--- src/rtl/exm_pkg.sv ---
// Shared encodings for the ECAP5-DPROC execute stage: ALU functions, branch
// conditions, load-store widths and result selection.
package ecap5_dproc_pkg;

    localparam logic [2:0] ALU_ADD  = 3'b000;
    localparam logic [2:0] ALU_SLL  = 3'b001;
    localparam logic [2:0] ALU_SLT  = 3'b010;
    localparam logic [2:0] ALU_SLTU = 3'b011;
    localparam logic [2:0] ALU_XOR  = 3'b100;
    localparam logic [2:0] ALU_SRL  = 3'b101;
    localparam logic [2:0] ALU_OR   = 3'b110;
    localparam logic [2:0] ALU_AND  = 3'b111;

    // Nine conditions do not fit in three bits, so JAL and JALR share one code:
    // decode feeds pc and the J-immediate into the ALU for JAL, making the ALU
    // sum the jump target for both.
    typedef enum logic [2:0] {
        BRANCH_NONE = 3'd0,
        BRANCH_EQ   = 3'd1,
        BRANCH_NE   = 3'd2,
        BRANCH_LT   = 3'd3,
        BRANCH_GE   = 3'd4,
        BRANCH_LTU  = 3'd5,
        BRANCH_GEU  = 3'd6,
        BRANCH_JALR = 3'd7
    } branch_cond_t;

    localparam branch_cond_t BRANCH_JAL = BRANCH_JALR;

    typedef enum logic [1:0] {
        LS_BYTE = 2'b00,
        LS_HALF = 2'b01,
        LS_WORD = 2'b10
    } ls_width_t;

    localparam logic RESULT_ALU = 1'b0;
    localparam logic RESULT_PC4 = 1'b1;

    // Byte-lane mask for an access at offset 0; the reserved width selects no lanes.
    function automatic logic [3:0] ls_base_sel(input logic [1:0] width);
        logic [3:0] sel;
        case (width)
            LS_BYTE: sel = 4'b0001;
            LS_HALF: sel = 4'b0011;
            LS_WORD: sel = 4'b1111;
            default: sel = 4'b0000;
        endcase
        return sel;
    endfunction

endpackage

--- src/rtl/exm_if.sv ---
// Result bundle from the execute stage to the load-store stage, with its
// valid/ready handshake.
interface exm_if;
    logic        output_valid;
    logic        output_ready;
    logic [31:0] alu_result;
    logic        enable;
    logic        write;
    logic [31:0] write_data;
    logic [3:0]  sel;
    logic        reg_write;
    logic [4:0]  reg_addr;
    logic        branch;
    logic [31:0] branch_target;

    modport master (
        output output_valid, alu_result, enable, write, write_data, sel,
               reg_write, reg_addr, branch, branch_target,
        input  output_ready
    );

    modport slave (
        input  output_valid, alu_result, enable, write, write_data, sel,
               reg_write, reg_addr, branch, branch_target,
        output output_ready
    );
endinterface

--- src/rtl/exm_alu.sv ---
// Combinational integer ALU plus branch comparator for the execute stage.
// The plain operand sum is exported separately for addresses and JALR targets.
module exm_alu
    import ecap5_dproc_pkg::*;
(
    input  logic [31:0] operand1,
    input  logic [31:0] operand2,
    input  logic [2:0]  op,
    input  logic        alt,
    input  logic [31:0] cmp_op1,
    input  logic [31:0] cmp_op2,
    input  logic [2:0]  cond,
    output logic [31:0] result,
    output logic [31:0] sum,
    output logic        taken
);
    logic [4:0] shamt;
    logic       cmp_eq;
    logic       cmp_lt;
    logic       cmp_ltu;

    assign shamt   = operand2[4:0];
    assign sum     = operand1 + operand2;
    assign cmp_eq  = (cmp_op1 == cmp_op2);
    assign cmp_lt  = ($signed(cmp_op1) < $signed(cmp_op2));
    assign cmp_ltu = (cmp_op1 < cmp_op2);

    always_comb begin
        result = '0;
        case (op)
            ALU_ADD:  result = alt ? (operand1 - operand2) : sum;
            ALU_SLL:  result = operand1 << shamt;
            ALU_SLT:  result = {31'b0, $signed(operand1) < $signed(operand2)};
            ALU_SLTU: result = {31'b0, operand1 < operand2};
            ALU_XOR:  result = operand1 ^ operand2;
            ALU_SRL:  result = alt ? $unsigned($signed(operand1) >>> shamt)
                                   : (operand1 >> shamt);
            ALU_OR:   result = operand1 | operand2;
            ALU_AND:  result = operand1 & operand2;
            default:  result = '0;
        endcase
    end

    always_comb begin
        taken = 1'b0;
        case (cond)
            BRANCH_EQ:   taken = cmp_eq;
            BRANCH_NE:   taken = !cmp_eq;
            BRANCH_LT:   taken = cmp_lt;
            BRANCH_GE:   taken = !cmp_lt;
            BRANCH_LTU:  taken = cmp_ltu;
            BRANCH_GEU:  taken = !cmp_ltu;
            BRANCH_JALR: taken = 1'b1;
            default:     taken = 1'b0;
        endcase
    end
endmodule

--- src/rtl/exm.sv ---
// ECAP5-DPROC execute stage: ALU, branch resolution and load-store request
// building, registered into a single-entry output stage for load-store.
module exm
    import ecap5_dproc_pkg::*;
(
    input  logic        clk_i,
    input  logic        rst_i,
    input  logic        input_valid_i,
    output logic        input_ready_o,
    input  logic [31:0] pc_i,
    input  logic [31:0] alu_operand1_i,
    input  logic [31:0] alu_operand2_i,
    input  logic [2:0]  alu_op_i,
    input  logic        alu_alt_i,
    input  logic        result_sel_i,
    input  logic [2:0]  branch_cond_i,
    input  logic [31:0] branch_offset_i,
    input  logic [31:0] branch_op1_i,
    input  logic [31:0] branch_op2_i,
    input  logic        ls_enable_i,
    input  logic        ls_write_i,
    input  logic [1:0]  ls_width_i,
    input  logic [31:0] ls_data_i,
    input  logic        reg_write_i,
    input  logic [4:0]  reg_addr_i,
    exm_if.master       ls
);
    logic [31:0] alu_result;
    logic [31:0] alu_sum;
    logic        branch_taken;

    exm_alu u_alu (
        .operand1 (alu_operand1_i),
        .operand2 (alu_operand2_i),
        .op       (alu_op_i),
        .alt      (alu_alt_i),
        .cmp_op1  (branch_op1_i),
        .cmp_op2  (branch_op2_i),
        .cond     (branch_cond_i),
        .result   (alu_result),
        .sum      (alu_sum),
        .taken    (branch_taken)
    );

    logic        valid_q;
    logic        branch_q;
    logic        enable_q;
    logic        write_q;
    logic        reg_write_q;
    logic [31:0] result_q;
    logic [31:0] wdata_q;
    logic [31:0] target_q;
    logic [3:0]  sel_q;
    logic [4:0]  reg_addr_q;

    logic        accept;
    logic [1:0]  byte_off;
    logic [3:0]  sel_d;
    logic [31:0] wdata_d;
    logic [31:0] result_d;
    logic [31:0] target_d;

    assign input_ready_o = !valid_q || ls.output_ready;
    assign accept        = input_valid_i && input_ready_o;

    // Misaligned accesses simply lose the lanes shifted past bit 3 / bit 31.
    always_comb begin
        byte_off    = alu_sum[1:0];
        sel_d       = ls_enable_i ? (ls_base_sel(ls_width_i) << byte_off) : 4'b0000;
        wdata_d     = ls_data_i << {byte_off, 3'b000};
        result_d    = (result_sel_i == RESULT_PC4) ? (pc_i + 32'd4) : alu_result;
        target_d    = (branch_cond_i == BRANCH_JALR) ? alu_sum : (pc_i + branch_offset_i);
        target_d[0] = 1'b0;
    end

    always_ff @(posedge clk_i) begin
        if (!rst_i) begin
            valid_q     <= 1'b0;
            branch_q    <= 1'b0;
            enable_q    <= 1'b0;
            write_q     <= 1'b0;
            reg_write_q <= 1'b0;
            result_q    <= '0;
            wdata_q     <= '0;
            target_q    <= '0;
            sel_q       <= '0;
            reg_addr_q  <= '0;
        end else if (accept) begin
            valid_q     <= 1'b1;
            branch_q    <= branch_taken;
            enable_q    <= ls_enable_i;
            write_q     <= ls_enable_i && ls_write_i;
            reg_write_q <= reg_write_i;
            result_q    <= result_d;
            wdata_q     <= wdata_d;
            target_q    <= target_d;
            sel_q       <= sel_d;
            reg_addr_q  <= reg_addr_i;
        end else begin
            // Data registers hold; branch only pulses in the first valid cycle.
            if (ls.output_ready) valid_q <= 1'b0;
            branch_q <= 1'b0;
        end
    end

    assign ls.output_valid  = valid_q;
    assign ls.alu_result    = result_q;
    assign ls.enable        = enable_q;
    assign ls.write         = write_q;
    assign ls.write_data    = wdata_q;
    assign ls.sel           = sel_q;
    assign ls.reg_write     = reg_write_q;
    assign ls.reg_addr      = reg_addr_q;
    assign ls.branch        = branch_q;
    assign ls.branch_target = target_q;
endmodule
--- src/flat_wrapper.sv ---
// flat-port wrapper written by rule: the top's interface ports become plain ports
module exm_flat import ecap5_dproc_pkg::*;
  (clk_i, rst_i, input_valid_i, input_ready_o, pc_i, alu_operand1_i, alu_operand2_i, alu_op_i, alu_alt_i, result_sel_i, branch_cond_i, branch_offset_i, branch_op1_i, branch_op2_i, ls_enable_i, ls_write_i, ls_width_i, ls_data_i, reg_write_i, reg_addr_i, ls_output_valid, ls_alu_result, ls_enable, ls_write, ls_write_data, ls_sel, ls_reg_write, ls_reg_addr, ls_branch, ls_branch_target, ls_output_ready);
  exm_if ls_i ();
  input  logic clk_i;
  input  logic rst_i;
  input  logic input_valid_i;
  output logic input_ready_o;
  input  logic [31:0] pc_i;
  input  logic [31:0] alu_operand1_i;
  input  logic [31:0] alu_operand2_i;
  input  logic [2:0] alu_op_i;
  input  logic alu_alt_i;
  input  logic result_sel_i;
  input  logic [2:0] branch_cond_i;
  input  logic [31:0] branch_offset_i;
  input  logic [31:0] branch_op1_i;
  input  logic [31:0] branch_op2_i;
  input  logic ls_enable_i;
  input  logic ls_write_i;
  input  logic [1:0] ls_width_i;
  input  logic [31:0] ls_data_i;
  input  logic reg_write_i;
  input  logic [4:0] reg_addr_i;
  output wire logic [$bits(ls_i.output_valid)-1:0] ls_output_valid;
  output wire logic [$bits(ls_i.alu_result)-1:0] ls_alu_result;
  output wire logic [$bits(ls_i.enable)-1:0] ls_enable;
  output wire logic [$bits(ls_i.write)-1:0] ls_write;
  output wire logic [$bits(ls_i.write_data)-1:0] ls_write_data;
  output wire logic [$bits(ls_i.sel)-1:0] ls_sel;
  output wire logic [$bits(ls_i.reg_write)-1:0] ls_reg_write;
  output wire logic [$bits(ls_i.reg_addr)-1:0] ls_reg_addr;
  output wire logic [$bits(ls_i.branch)-1:0] ls_branch;
  output wire logic [$bits(ls_i.branch_target)-1:0] ls_branch_target;
  input wire logic [$bits(ls_i.output_ready)-1:0] ls_output_ready;
  assign ls_output_valid = ls_i.output_valid;
  assign ls_alu_result = ls_i.alu_result;
  assign ls_enable = ls_i.enable;
  assign ls_write = ls_i.write;
  assign ls_write_data = ls_i.write_data;
  assign ls_sel = ls_i.sel;
  assign ls_reg_write = ls_i.reg_write;
  assign ls_reg_addr = ls_i.reg_addr;
  assign ls_branch = ls_i.branch;
  assign ls_branch_target = ls_i.branch_target;
  assign ls_i.output_ready = ls_output_ready;
  exm u_core (.clk_i(clk_i), .rst_i(rst_i), .input_valid_i(input_valid_i), .input_ready_o(input_ready_o), .pc_i(pc_i), .alu_operand1_i(alu_operand1_i), .alu_operand2_i(alu_operand2_i), .alu_op_i(alu_op_i), .alu_alt_i(alu_alt_i), .result_sel_i(result_sel_i), .branch_cond_i(branch_cond_i), .branch_offset_i(branch_offset_i), .branch_op1_i(branch_op1_i), .branch_op2_i(branch_op2_i), .ls_enable_i(ls_enable_i), .ls_write_i(ls_write_i), .ls_width_i(ls_width_i), .ls_data_i(ls_data_i), .reg_write_i(reg_write_i), .reg_addr_i(reg_addr_i), .ls(ls_i));
endmodule
--- config.mk ---
export PLATFORM = sky130hd
export DESIGN_NAME = exm_flat
export DESIGN_NICKNAME = d
export VERILOG_FILES = /design/src/rtl/exm_pkg.sv /design/src/rtl/exm_if.sv /design/src/rtl/exm_alu.sv /design/src/rtl/exm.sv /design/src/flat_wrapper.sv
export SDC_FILE = /design/constraint.sdc
export NUM_CORES = 1
export LEC_CHECK = 0
export BUFFER_PORTS_ARGS = -buffer_cell sky130_fd_sc_hd__buf_2
export CAP_MARGIN = 0
export CORE_MARGIN = 2
export CORE_UTILIZATION = 43
export CTS_BUF_LIST = sky130_fd_sc_hd__clkbuf_8 sky130_fd_sc_hd__clkbuf_16
export CTS_CLUSTER_SIZE = 25
export DETAILED_ROUTE_END_ITERATION = 16
export GPL_TIMING_DRIVEN = 1
export PLACE_DENSITY = 0.71
export SLEW_MARGIN = 20
export SYNTH_ARGS = -nofsm -noshare
export SYNTH_HDL_FRONTEND = slang
export SYNTH_SLANG_ARGS = --single-unit
--- constraint.sdc ---
create_clock -name clk_i -period 6.59 [get_ports clk_i]
set_input_delay 1.318 -clock clk_i [delete_from_list [all_inputs] [get_ports clk_i]]
set_output_delay 1.318 -clock clk_i [all_outputs]
set_load 0.02 [all_outputs]
# [Yosys cells after proc, flatten, opt, wreduce, memory -nomap -nowiden]
# Cells that the tools add are included.
[totals] reg_bits=109 in_bits=246 output_inout_bits=111 elab_cells=64
[classes] addsub=4 magnitude_cmp=4 eq_ne=17 n_shift=5 muxes=10 bitwise_logic=3 n_reduce_logical=11
[op_table] operator="$pmux 32 s8" count=1
[op_table] operator="$lt 32x32->1" count=4
[op_table] operator="$mux 32" count=4
[op_table] operator="$add 32x32->32" count=2
[op_table] operator="$shl 32x5->32" count=2
[op_table] operator="$add 32x3->32 const B" count=1
[op_table] operator="$and 32x32->32" count=1
[op_table] operator="$eq 32x32->1" count=1
[op_table] operator="$or 32x32->32" count=1
[op_table] operator="$shr 32x5->32" count=1
[op_table] operator="$sshr 32x5->32" count=1
[op_table] operator="$sub 32x32->32" count=1
[op_table] operator="$xor 32x32->32" count=1
[op_table] operator="$eq 3x3->1 const B" count=8
[op_table] operator="$eq 3x2->1 const B" count=4
[op_table] operator="$pmux 4 s3" count=1
[op_table] operator="$pmux 1 s7" count=1
[op_table] operator="$eq 3x1->1 const B" count=2
[op_table] operator="$logic_not 1->1" count=4
[op_table] operator="$mux 4" count=1
[op_table] operator="$shl 4x2->4" count=1
[op_table] operator="$logic_not 3->1" count=1
[op_table] operator="$eq 2x1->1 const B" count=1
[op_table] operator="$eq 2x2->1 const B" count=1
[op_table] operator="6 further kinds" count=8

# [Longest topological paths before layout]
# Gate-level depths: netlist (run 1).
[depth] word_depth=4 ltp_mapped=14 mapped_depth_nobuf=12

# [Hierarchy]
# Synthesis (run 1) repeated with hierarchy kept, for this count alone.
[hier_totals] cells_unflattened=2381 area_unflattened_um2=16704.8
[by_module_without_submodules] mod="exm_alu" instances=1 cells_each=1473 area_each_um2=9864.5 seq_area_each_um2=0.0
[by_module_without_submodules] mod="exm" instances=1 cells_each=908 area_each_um2=6840.3 seq_area_each_um2=2182.1

# [Least setup slack after synthesis (run 1)]
# No wires, ideal clock.
[synth_timing] kind="in2reg" start="in alu_operand2_i[2]" end="reg u_core.result_q[28] (netlist: u_core.ls.alu_result[28])" setup_ns=0.116 t_arrival_ns=4.331 t_required_ns=6.474 setup_slack_ns=2.143 cell_stages=13 n_path_buf=2 path_cell_list="inv_2 -> clkbuf_1 -> clkbuf_1 -> ha_1 -> a211oi_1 -> o21bai_1 -> o311ai_2 -> and2_1 -> o21ai_2 -> o41ai_2 -> xnor2_1 -> or2_2 -> a31o_2"
[synth_via] elab_chain_len=4 word_cells_on_any_way=9 classes_between="add/sub: 2; shift: 3; mux: 4"
[synth_rtl] element="start: declaration" line_no="flat_wrapper.sv:11" text="input logic [31:0] alu_operand2_i;"
[synth_rtl] element="$add 32x32->32, or another cell as far along" line_no="exm_alu.sv:23" text="assign sum = operand1 + operand2;"
[synth_rtl] element="$mux 32 (on tied branches)" line_no="exm_alu.sv:31, exm_alu.sv:36"
[synth_rtl] element="$pmux 32 s8 *" line_no="exm_alu.sv:30" text="case (op)"
[synth_rtl] element="$mux 32 *" line_no="exm.sv:71" text="result_d = (result_sel_i == RESULT_PC4) ? (pc_i + 32'd4) : alu_result;"
[synth_rtl] element="end signal: assignment" line_no="exm.sv:94" text="result_q <= result_d;"
[synth_rtl] element="end: declaration" line_no="exm.sv:50" text="logic [31:0] result_q;"
# Mark *: on every way between the ends. The rest lies on a longest branch, timed or not.
# A chain may end at the register's enable or synchronous reset.

# [Worst setup path in the final report (run 1)]
[layout_timing] start="in alu_operand2_i[0]" end="reg u_core.target_q[24] (netlist: u_core.ls.branch_target[24])"
[layout_via] elab_chain_len=2
[layout_rtl] element="$add 32x32->32" line_no="exm_alu.sv:23"
[layout_rtl] element="$mux 32" line_no="exm.sv:72" text="target_d = (branch_cond_i == BRANCH_JALR) ? alu_sum : (pc_i + branch_offset_i);"
[layout_rtl] element="end signal: assignment" line_no="exm.sv:96" text="target_q <= target_d;"
[layout_rtl] element="end: declaration" line_no="exm.sv:52" text="logic [31:0] target_q;"
# Every way passes these cells.

==> impl_metrics.ini, run 1 <==
[clock_tree]
cts_setup_buffers = 0
root_buffer = clkbuf_16
cts_tree = yes
cts_buffers = 9
postCtsHoldBufs = 0
postCtsResizedCells = 0
cts_max_path_buffers = 2
clk-insertion-delay-late_ns = 0.39
path_clk_slew_ns = 0.08
clock-sinks = 109
h-tree-depth = 3

[drt]
drtIter0Drc = 2098
vias = 19406
routed_wl_mm = 74.3
drt-wirelength-per-cell_um = 24.3
first_pass_iters = 8
viasPerCell = 6.35
route.detailed.drc = 0
antenna_left = 0

[die]
core_area_um2 = 38500
io_pins = 357
die_area_um2 = 40300
fp-row-count = 72
fp.dieW_um = 201
fp.dieH_um = 201
initial_core_util_pct = 43.3

[critical_path]
worst_setup_path_start_kind = input pin
r2r-end = u_core.ls.alu_result[28]
regToRegSetupSlack_ns = 3.86
path_max_fanout = 30
reg2reg_depth = 7
criticalPathCategory = in2reg
crit_arrival_ns = 4.81
cp.required_ns = 6.88
critPathLaunch = alu_operand2_i[0]
crit_path_end = u_core.ls.branch_target[24]
rr_startpoint = u_core.ls.output_valid
endpoint_kind = register

[timing]
period_needed_ns = 4.52
hold_slack_ns = 0.458
maxSlewViolCount = 0
fin_setup_tns_ns = 0
slew_headroom_pct = 30.8
tightest_slew_ns = 1.02
timing.final.crit_share_pct = 68.6
skew_ns = 0.0154
setup_viol = 0
timing.final.ws_setup_ns = 2.07
rsz0062_at_grt = false
hold_violations = 0
fmax_ghz = 0.221

[synthesis]
ys_warn_count = 0
syn_area_um2 = 16600
yosys.area_share.adder_pct = 12.5
synth-xor-area-share_pct = 5.42
synthFlopType = dfxtp_1
synth_edf_count = 0
synth_compound_gate_area_share_pct = 28.5
avgSynthCellArea_um2 = 7.27
ys_seq_area_share_pct = 13.1
synth_top_family_by_area = compound AO/OA/AOI/OAI gates
ys_async_sr_fraction_pct = 0
synth_nets = 2702
synth_cell_types = 84
synthMuxAreaShare_pct = 13.4
ys_ff_latch = 109
synthCells = 2291
synth_simple_gate_area_share_pct = 19.7

[place]
place.gp.congestion = 1.03
dp_slack_ns = 1.80
placedCellCount = 3039
dp_hpwl_mm = 58.9
io_buffers = 355

[grt]
overflow = 0
antenna_found_initial = 3
grt_pass1_vias = 18193
grt_max_degree = 80
grt_use_total_pct = 35.7
grt_pass1_wl_mm = 112

[pwr]
powerDensity_nw_per_um2 = 155
p_leak_uw = 0.00851
max-vdd-ir-drop_uv = 114

[final_layout]
layoutNonFillerInstCount = 3057
finish.utilization_pct = 49.3
area_growth_pct = 14.0
nNetsFinal = 2943
layout-drive-gt1-share_pct = 20.3

[worst_hold_path]
min_path_type = reg2reg

[job]
max_cap_viol_count = 0

[run_status]
status = complete, no violations
[through the flow]
stage	cell area, um^2	power (uW)
floorplan	16600	1770
global placement	18700	2320
detailed placement	18700	2320
CTS	19000	2910
global route	19000	3100
finish	19000	2950
[cells by family after synthesis]
logic type                 Yosys count
DFF                                109
muxes                              149
and+or+nand+nor                    720
other                                1
buffers and inverters              309
xor gates and xnor gates           103
AOI/OAI and AO/OA                  735
adders and majority gates          165
[sequential cells by signal (all words and copies together), names as in the netlist]
name / cells
u_core.ls.write_data: 32
u_core.ls.alu_result: 32
u_core.ls.enable: 1
u_core.ls.output_valid: 1
u_core.ls.branch: 1
u_core.ls.branch_target: 31
u_core.ls.reg_addr: 5
u_core.ls.sel: 4
u_core.ls.reg_write: 1
u_core.ls.write: 1
[layer usage]
layer / vias up / GRT usage, % / share of wire, %
met3: 102 / 5.00 / 9.4
met4: 2 / 10.8 / 2.9
met1: 9389 / 50.9 / 44
li1: 8884 / - / -
met2: 1029 / 55.6 / 44
met5: - / 0 / 0.023
[worst min-delay path by stage]
stage,startpoint,endpoint,depth (start not counted)
4_1_cts,u_core.ls.alu_result[3],u_core.ls.alu_result[3],2
2_1_floorplan,u_core.ls.write,u_core.ls.write,2
5_1_grt,u_core.ls.write_data[0],u_core.ls.write_data[0],2
3_5_place_dp,u_core.ls.alu_result[3],u_core.ls.alu_result[3],2
3_3_place_gp,u_core.ls.sel[1],u_core.ls.sel[1],2
6_report,u_core.ls.branch_target[18],u_core.ls.branch_target[18],2
[worst max-delay path, cell delays in order]
cell and delay [ns]:
buf_4 0.25, ha_1 0.31, fa_1 0.49, a211oi_1 0.26, o21bai_1 0.23, o31a_1 0.34, nor4b_1 0.72, or2_2 0.27
o211ai_1 0.14, xnor2_1 0.17, o22ai_1 0.08, a211oi_1 0.21
[synthesized netlist by cell type (all sizes together) (21+ instances only)]
cell,number,area share [%]
a21o,32,1.4
buf,40,1.3
mux4,57,7.7
o21ai,150,4.5
a211oi,52,2.4
nand4,25,0.94
nor2,266,6.0
mux2i,71,4.3
mux2,21,1.4
inv,151,3.4
clkbuf,115,2.6
nand2,180,4.1
o211ai,34,1.5
xor2,34,1.8
ha,162,12
nand3,58,1.8
o221ai,26,1.4
xnor2,69,3.6
dfxtp,109,13
a21oi,244,7.3
o22ai,21,0.79
nor3,67,2.0
[power by group]
part | leakage, uW | total (uW) | internal, uW | switching, uW
logic | 0.00746 | 1600 | 574 | 1020
clock network | 0.000151 | 599 | 276 | 323
registers | 0.000898 | 752 | 714 | 37.9
total | 0.00851 | 2950 | 1560 | 1380
[layout by cell type (no fill, tap or decap), types with 14 or more instances in the layout]
| cell type | instances |
|---|---|
| mux2i_1 | 71 |
| and3_1 | 18 |
| o22ai_1 | 21 |
| a31oi_1 | 18 |
| a211oi_1 | 50 |
| buf_4 | 31 |
| a21oi_1 | 244 |
| a21o_1 | 32 |
| nand3_1 | 57 |
| o21ai_0 | 148 |
| mux2_2 | 21 |
| nand2_1 | 179 |
| nor3_1 | 67 |
| or2_2 | 14 |
| buf_2 | 354 |
| o211ai_1 | 34 |
| mux4_2 | 57 |
| dfxtp_1 | 109 |
| nor2_1 | 265 |
| o21bai_1 | 16 |
| nand2b_1 | 16 |
| nor2b_1 | 18 |
| ha_1 | 162 |
| xnor2_1 | 69 |
| xor2_1 | 34 |
| o221ai_1 | 26 |
| a221oi_1 | 14 |
| inv_1 | 147 |
| nand4_1 | 25 |
[final cells by class]
class,count,area [um^2]
Multi-Input combinational cell,1873,13300
Antenna cell,2,5.00
Timing Repair Buffer,385,2000
Clock buffer,9,225
Clock inverter,7,83.8
Tap cell,518,648
Inverter,154,578
Fill cell,3954,19500
Sequential cell,109,2180
(Power assumes the default switching activity.)
==> inputs of run 2 (changes only) <==
Clock period 6.59 ns to 4.7 ns, I/O delays scaled along.
==> run 2 against run 1 <==
Clock-buffer cell count unchanged. Clock skew down 0.0083 ns. Via count up 0.88%. Critical endpoint is now u_core.ls.alu_result[31]. Largest cell class unchanged.
==> impl_metrics.ini, run 2 (synthesis results as in run 1) <==
[final_layout]
layout_common_cells = buf_2 (354), nor2_1 (266), a21oi_1 (244), nand2_1 (179), ha_1 (162)
area_growth_pct = 15.5
layoutNonFillerInstCount = 3091
layout_commonest_cell = buf_2
nNetsFinal = 2977
fillers = 3963
layout-drive-gt1-share_pct = 21.3

[timing]
maxSlewViolCount = 0
rsz0062_at_grt = false
skew_ns = 0.00713
fmax_ghz = 0.236
hold_violations = 0
timing.final.crit_share_pct = 90.1
setup_viol = 0
slew_headroom_pct = 29.8
period_needed_ns = 4.24
fin_setup_tns_ns = 0
tightest_slew_ns = 1.03

[critical_path]
path_max_fanout = 35
criticalPathCategory = in2reg
crit_arrival_ns = 4.48
endpoint_kind = register
reg2reg_depth = 6
cp.required_ns = 4.95
worst_setup_path_start_kind = input pin

[grt]
grt_pass1_wl_mm = 114
overflow = 0
antenna_found_initial = 2
grt_pass1_vias = 18590
grt_use_total_pct = 36.4
grt_max_degree = 69

[clock_tree]
postCtsResizedCells = 0
path_clk_slew_ns = 0.08
root_buffer = clkbuf_16
cts_max_path_buffers = 2
clk-insertion-delay-late_ns = 0.36
cts_tree = yes
cts_buffers = 9
clock-sinks = 109
h-tree-depth = 3
postCtsHoldBufs = 0
cts_setup_buffers = 0

[drt]
route.met3.wl_mm = 6.78
antenna_left = 0
route.met2.wl_mm = 33.6
routed_wl_mm = 76.1
vias = 19577
drtIter0Drc = 2054
top_layer_used = met4
first_pass_iters = 6
wl_met1_mm = 33.6
route.detailed.drc = 0
drt-wirelength-per-cell_um = 24.6
viasPerCell = 6.33

[die]
core_area_um2 = 38500
fp.dieH_um = 201
io_pins = 357
die_area_um2 = 40300
initial_core_util_pct = 43.3
fp-row-count = 72
fp.dieW_um = 201

[place]
placedCellCount = 3073
place.gp.congestion = 1.04
dp_hpwl_mm = 61.2
io_buffers = 355

[pwr]
max-vdd-ir-drop_uv = 161
powerDensity_nw_per_um2 = 214
p_leak_uw = 0.00867

[job]
max_cap_viol_count = 0

[worst_hold_path]
hold_path_depth = 2
min_path_type = reg2reg

[run_status]
status = complete, no violations
run 2: cell count changes in the layout (fill, tap and decap cells not counted), sizes merged:
cell,previous run,this run
inv,155,154
clkinvlp,0,1
buf,385,419
run 2: cell type report:
class                           count  area, um^2  share of cell area [%]
Antenna cell                        2        5.00                  0.0260
Sequential cell                   109        2180                    11.4
Clock inverter                      7        61.3                   0.319
Multi-Input combinational cell   1873       13200                    68.9
Clock buffer                        9         225                    1.17
Timing Repair Buffer              419        2270                    11.8
Tap cell                          518         648                    3.37
Inverter                          154         578                    3.01
run 2: per-layer routing:
metal  vias up  global-route usage, %
li1       8942                      -
met1      9451                   51.8
met2      1062                   57.9
met3       122                   4.85
met4         0                   9.81
met5         -                      0
run 2: report_power, final:
group	internal, uW	switching, uW	total [uW]
sequential	1000	52.4	1050
clock	369	392	761
combinational	830	1460	2290
total	2200	1900	4100
run 2: worst paths after layout:
| kind | startpoint | endpoint | slack, ns |
|---|---|---|---|
| max | alu_operand2_i[1] | u_core.ls.alu_result[31] | 0.46 |
| min | u_core.ls.sel[1] | u_core.ls.sel[1] | 0.45 |
| max reg2reg | u_core.ls.output_valid | u_core.ls.alu_result[31] | 1.76 |
| min reg2reg | u_core.ls.sel[1] | u_core.ls.sel[1] | 0.45 |
run 2: stage by stage:
stage                     util [%]  total power, uW  worst slack [ns]  cell area, um^2  hold WS (ns)
after floorplan                  -             2490             0.631            16600         0.530
after detailed placement      49.2             3300             0.234            18900         0.445
after global routing          50.0             4310             0.388            19200         0.470
after global placement        49.2             3280             0.228            18900         0.438
final                         50.0             4100             0.464            19200         0.454
after CTS                     50.0             4060             0.604            19200         0.455
run 2: worst max-delay path: stages:
cell	delay, ns
buf_2	0.25
buf_4	0.45
buf_4	0.44
mux4_2	0.39
mux2_2	0.30
nand2_1	0.07
o21a_1	0.20
mux2i_1	0.12
a2111oi_0	0.94
o311a_1	0.30
a21oi_1	0.06
